--- config.mk ---
export PLATFORM = sky130hd
export DESIGN_NAME = diff_avg_uart_tx
export DESIGN_NICKNAME = d
export VERILOG_FILES = /design/src/rtl/diff_avg_uart_tx.sv
export SDC_FILE = /design/constraint.sdc
export NUM_CORES = 1
export LEC_CHECK = 0
export BUFFER_PORTS_ARGS = -buffer_cell sky130_fd_sc_hd__buf_2
export CELL_PAD_IN_SITES_DETAIL_PLACEMENT = 0
export CELL_PAD_IN_SITES_GLOBAL_PLACEMENT = 1
export CORE_ASPECT_RATIO = 1.75
export CORE_MARGIN = 3
export CORE_UTILIZATION = 49
export CTS_BUF_LIST = sky130_fd_sc_hd__clkbuf_8
export CTS_CLUSTER_DIAMETER = 120
export DETAILED_ROUTE_END_ITERATION = 10
export GPL_ROUTABILITY_DRIVEN = 0
export PLACE_DENSITY = 0.93
export SYNTH_ARGS = -nofsm -noshare
export SYNTH_HDL_FRONTEND = slang
export SYNTH_SLANG_ARGS = --single-unit
--- constraint.sdc ---
create_clock -name clk -period 3.11 [get_ports clk]
set_input_delay 0.1555 -clock clk [delete_from_list [all_inputs] [get_ports clk]]
set_output_delay 0.1555 -clock clk [all_outputs]
set_load 0.005 [all_outputs]
--- src/rtl/diff_avg_uart_tx.sv ---
// diff_avg_uart_tx
//   Averages blocks of 2**LOG2_N unsigned 20-bit difference words and sends
//   each average to the host as a 5-byte 8N1 UART frame:
//     SYNC_BYTE, {4'h0, avg[19:16]}, avg[15:8], avg[7:0], xor of bytes 1..3.
//   Averages that complete while a frame is in flight are counted in drop_cnt
//   and are not sent.
//
// Ports
//   clk        system clock, all logic on posedge
//   rst        asynchronous reset, active low
//   din        difference word
//   din_valid  din qualifier
//   avg_out    most recent block average (truncated)
//   avg_valid  one-cycle pulse when avg_out updates
//   tx         UART serial line, idle high
//   busy       high while a frame is latched or being shifted
//   drop_cnt   averages not sent because busy, saturates at 255
//
// Handshake: din_valid is a pure strobe with no ready/backpressure. Every clk
// cycle with din_valid=1 transfers exactly one word; the block never stalls.
module diff_avg_uart_tx #(
    parameter int         LOG2_N       = 4,
    parameter int         CLKS_PER_BIT = 434,
    parameter logic [7:0] SYNC_BYTE    = 8'hA5
) (
    input  logic        clk,
    input  logic        rst,
    input  logic [19:0] din,
    input  logic        din_valid,
    output logic [19:0] avg_out,
    output logic        avg_valid,
    output logic        tx,
    output logic        busy,
    output logic [7:0]  drop_cnt
);

    localparam int             AW        = 20 + LOG2_N;
    localparam int             BW        = $clog2(CLKS_PER_BIT);
    localparam logic [BW-1:0]  BAUD_LAST = BW'(CLKS_PER_BIT - 1);

    typedef enum logic [1:0] {IDLE, START, DATA, STOP} state_t;

    state_t          state_q, state_d;
    logic [AW-1:0]   acc;
    logic [AW-1:0]   acc_n;
    logic [LOG2_N-1:0] cnt;
    logic [BW-1:0]   baud;
    logic [2:0]      bit_idx;
    logic [2:0]      byte_idx;
    logic [39:0]     frame;      // byte k lives in frame[8k+7:8k]
    logic [7:0]      cur_byte;
    logic [7:0]      b1, b2, b3;
    logic            bit_done;
    logic            launch;

    // Accumulator is wide enough for 2**LOG2_N full-scale words.
    assign acc_n    = acc + AW'(din);
    assign bit_done = (baud == BAUD_LAST);
    assign launch   = avg_valid && (state_q == IDLE);
    assign busy     = (state_q != IDLE);

    assign b1 = {4'h0, avg_out[19:16]};
    assign b2 = avg_out[15:8];
    assign b3 = avg_out[7:0];

    // ------------------------------------------------------------------
    // Block accumulator
    // ------------------------------------------------------------------
    always_ff @(posedge clk or negedge rst) begin
        if (!rst) begin
            acc       <= '0;
            cnt       <= '0;
            avg_out   <= '0;
            avg_valid <= 1'b0;
        end else begin
            avg_valid <= 1'b0;
            if (din_valid) begin
                if (&cnt) begin
                    // Last word of the block: publish and start a fresh block,
                    // so a word on the very next cycle is already counted.
                    avg_out   <= acc_n[AW-1:LOG2_N];
                    avg_valid <= 1'b1;
                    acc       <= '0;
                    cnt       <= '0;
                end else begin
                    acc <= acc_n;
                    cnt <= cnt + LOG2_N'(1);
                end
            end
        end
    end

    // ------------------------------------------------------------------
    // UART frame FSM
    // ------------------------------------------------------------------
    always_comb begin
        cur_byte = frame[7:0];
        case (byte_idx)
            3'd0:    cur_byte = frame[7:0];
            3'd1:    cur_byte = frame[15:8];
            3'd2:    cur_byte = frame[23:16];
            3'd3:    cur_byte = frame[31:24];
            default: cur_byte = frame[39:32];
        endcase
    end

    always_ff @(posedge clk or negedge rst) begin
        if (!rst) state_q <= IDLE;
        else      state_q <= state_d;
    end

    // tx is decoded from registered state so reset forces it high at once.
    always_comb begin
        state_d = state_q;
        tx      = 1'b1;
        case (state_q)
            IDLE: begin
                if (launch) state_d = START;
            end
            START: begin
                tx = 1'b0;
                if (bit_done) state_d = DATA;
            end
            DATA: begin
                tx = cur_byte[bit_idx];
                if (bit_done && (bit_idx == 3'd7)) state_d = STOP;
            end
            STOP: begin
                tx = 1'b1;
                if (bit_done) state_d = (byte_idx == 3'd4) ? IDLE : START;
            end
            default: state_d = IDLE;
        endcase
    end

    always_ff @(posedge clk or negedge rst) begin
        if (!rst) begin
            baud     <= '0;
            bit_idx  <= 3'd0;
            byte_idx <= 3'd0;
            frame    <= '0;
            drop_cnt <= 8'd0;
        end else begin
            // Every bit (and so every state entry) gets a fresh baud count.
            if ((state_q == IDLE) || bit_done) baud <= '0;
            else                               baud <= baud + BW'(1);

            if (state_q == START)                bit_idx <= 3'd0;
            else if ((state_q == DATA) && bit_done) bit_idx <= bit_idx + 3'd1;

            if (launch) begin
                byte_idx <= 3'd0;
                frame    <= {b1 ^ b2 ^ b3, b3, b2, b1, SYNC_BYTE};
            end else if ((state_q == STOP) && bit_done && (byte_idx != 3'd4)) begin
                byte_idx <= byte_idx + 3'd1;
            end

            // Includes the final STOP cycle of a frame: busy is still high there.
            if (avg_valid && (state_q != IDLE) && (drop_cnt != 8'hFF))
                drop_cnt <= drop_cnt + 8'd1;
        end
    end

endmodule

==> flow_summary.yaml <==
global_routing:
  antenna_found_initial: 0
  grtUsageTotal_pct: 22.31
  grt_max_degree: 63
  grt_pass1_vias: 4609
  grt_pass1_wl_mm: 22.67
  grt.overflow.total: 0
floorplanning:
  die_h_um: 150.0
  die_area_mm2: 0.01324
  die_w_um: 88.27
  rows: 52
  start_util_pct: 50.11
  io_pins: 54
  core-area_mm2: 0.01158
power:
  cellPowerDensity_mw_per_mm2: 858.9
  power_w: 0.005537
  swShare_pct: 42.77
  peakVddDrop_mv: 0.4519
  power_frac_comb_pct: 44.6
  p_seq_share_pct: 39.6
  p_int_w: 0.003169
  clockPowerShare_pct: 15.7
  switchingPower_w: 0.002368
  leakage_nw: 3.026
cts:
  root_buffer: "clkbuf_8"
  clock_latency_ps: 390
  cts_tree: "built"
  clock_path_buffers: 2
  cts.htree.levels: 3
  path_clk_slew_ps: 120
  clkSinkCount: 103
  cts_buffers: 9
timing:
  slew_violations: 0
  final-hold-violation-count: 0
  slew_headroom_pct: 40.43
  fmax_mhz: 349.2
  rsz0062_at_grt: "false"
  finalCritPeriodShare_pct: 92.08
  setup-violations-final: 0
  fin_skew_ps: 17.53
  period_needed_ps: 2864
  timing_worst_slew_pin_value_ps: 893.1
  setup_tns_ps: 0
drt:
  drt_iter0_markers: 158
  routedWlPerCell_um: 18.45
  drtPass1Iterations: 4
  dr_total_vias: 4590
  drc: 0
  routed_wirelength_mm: 14.13
  ant_nets: 0
  viasPerCell: 5.992
synth:
  synth_area_leaders: "dfrtp_1 44%, ha_1 7.8%, mux2_2 4.9%"
  ys_dominant_reg_cell: "dfrtp_1"
  synth_seq_cells: 103
  synth_area_per_cell_um2: 10.09
  synth.top_cell.area_share_pct: 44.42
  syn_area_mm2: 0.005803
  synth_area_leader_cell: "dfrtp_1"
  ys_seq_area_share_pct: 44.42
  synth.net_count: 635
  synth_cells: 575
  synth_edf_count: 0
  yosys_warnings: 0
  synth_cell_type_count: 62
  async_flop_share_pct: 100.0
critical_path:
  crit_path_max_incr_delay_ps: 420
  critPathArrivalTime_ps: 3150
  required_ps: 3400
  critPathSlowestCell: "fa_1"
  critPathBufInv: 0
  end_kind: "register"
  crit_chain: "ha_1, fa_1, a21o_1, a221oi_4, nor3_2, or3_4, or3_1, a32o_1"
  cp-start-kind: "register"
  crit_family: "simple AND/OR/NAND/NOR gates"
  crit_path_max_fanout: 5
  crit_type: "reg2reg"
  reg2reg_slack_ps: 250
cells_and_area:
  layout_commonest_cell: "dfrtp_1"
  area_growth_pct: 11.08
  instances_no_fill: 766
  diodes: 0
  final_cell_mix: "103 x dfrtp_1, 65 x nand2_1, 52 x buf_2"
  drive_gt1_share_pct: 17.91
  nNetsFinal: 686
job:
  maxCapViolCount: 0
run_status:
  outcome: "finished clean"
placed_design:
  dpl.cell_count: 749
  numPortBuffers: 53
  dp_hpwl_mm: 10.79
worst_hold_path:
  holdCritPathClass: "in2reg"
[cell usage after synthesis, drive strengths merged (8+ instances only)]
cell and count:
a21oi 32, and3 9, clkbuf 22, dfrtp 103, ha 36, inv 23
mux2 25, nand2 65, nand3 10, nand4 10, nor2 25, nor3 10
o21ai 38, o2bb2ai 11, o31ai 8, xnor2 23, xor2 18
[logic make-up (layout without fill, tap and decap cells)]
group,after synthesis,count (layout),share of synthesized area (%)
compound gates,160,160,18.97
xor+xnor,41,41,6.188
simple gates,156,156,12.96
flops,103,103,44.42
fa+ha+maj,37,37,8.107
mux,33,33,6.447
buf+inv,45,101,2.911
[per-layer routing]
| metal | vias up | routed length, um | global-route usage [%] |
|---|---|---|---|
| met5 | - | 0 | 0 |
| met4 | 0 | 574 | 10.21 |
| met3 | 42 | 458 | 2.865 |
| met2 | 112 | 7867 | 42.39 |
| met1 | 2238 | 5233 | 23.41 |
| li1 | 2198 | - | - |
[worst min-delay path, stage by stage]
cell and delay (ps):
buf_2 80, ha_1 120, a22o_1 120
[stage by stage]
step,hold slack (ps),area (um^2),setup WS [ps],util [%]
floorplan,-140.1,5803,452.8,-
global placement,301.3,6230,333.4,53.79
detailed placement,310.1,6230,272.5,53.79
CTS,98.95,6446,251.6,55.66
global route,149.5,6446,86.96,55.66
finish,120.4,6446,246.2,55.66
[power by group through the flow]
stage | logic [W] | clock network [W] | registers, W
after floorplan | 0.00183 | 0 | 0.00206
after global placement | 0.00236 | 0 | 0.00220
after CTS | 0.00246 | 0.000888 | 0.00220
final | 0.00247 | 0.000870 | 0.00220
after detailed placement | 0.00245 | 0 | 0.00222
after global routing | 0.00276 | 0.000936 | 0.00225
[path summary, 6_finish.rpt]
check	start	end	cells past startpoint
worst max-delay path	acc[0]	acc[16]	8
worst min-delay path	din[0]	acc[0]	3
worst max register to register	acc[0]	acc[16]	8
worst min register to register	frame[35]	frame[35]	2
max in group asynchronous	rst	frame[36]	3
min in group asynchronous	rst	drop_cnt[2]	2
[cell type report]
class                      instances  area, um^2
timing repair buffer              62       350.3
fill                            1029        5135
tap                              135       168.9
clock buffer                       9       123.9
inverter                          23       86.33
clock inverter                     7       82.58
sequential                       103        2577
multi-input combinational        427        3057
[timing repair]
item                                   in CTS  in global routing
setup buffers                               0                  0
endpoints found under the hold margin      61                  0
hold buffers                                1                  0
gates resized for setup                     0                  0
[sequential cells by signal (all words and copies together) (netlist names)]
signal	cells
state_q	2
bit_idx	3
drop_cnt	8
baud	9
avg_valid	1
acc	24
avg_out	20
frame	29
byte_idx	3
cnt	4
Power figures use the tool's default switching activity.
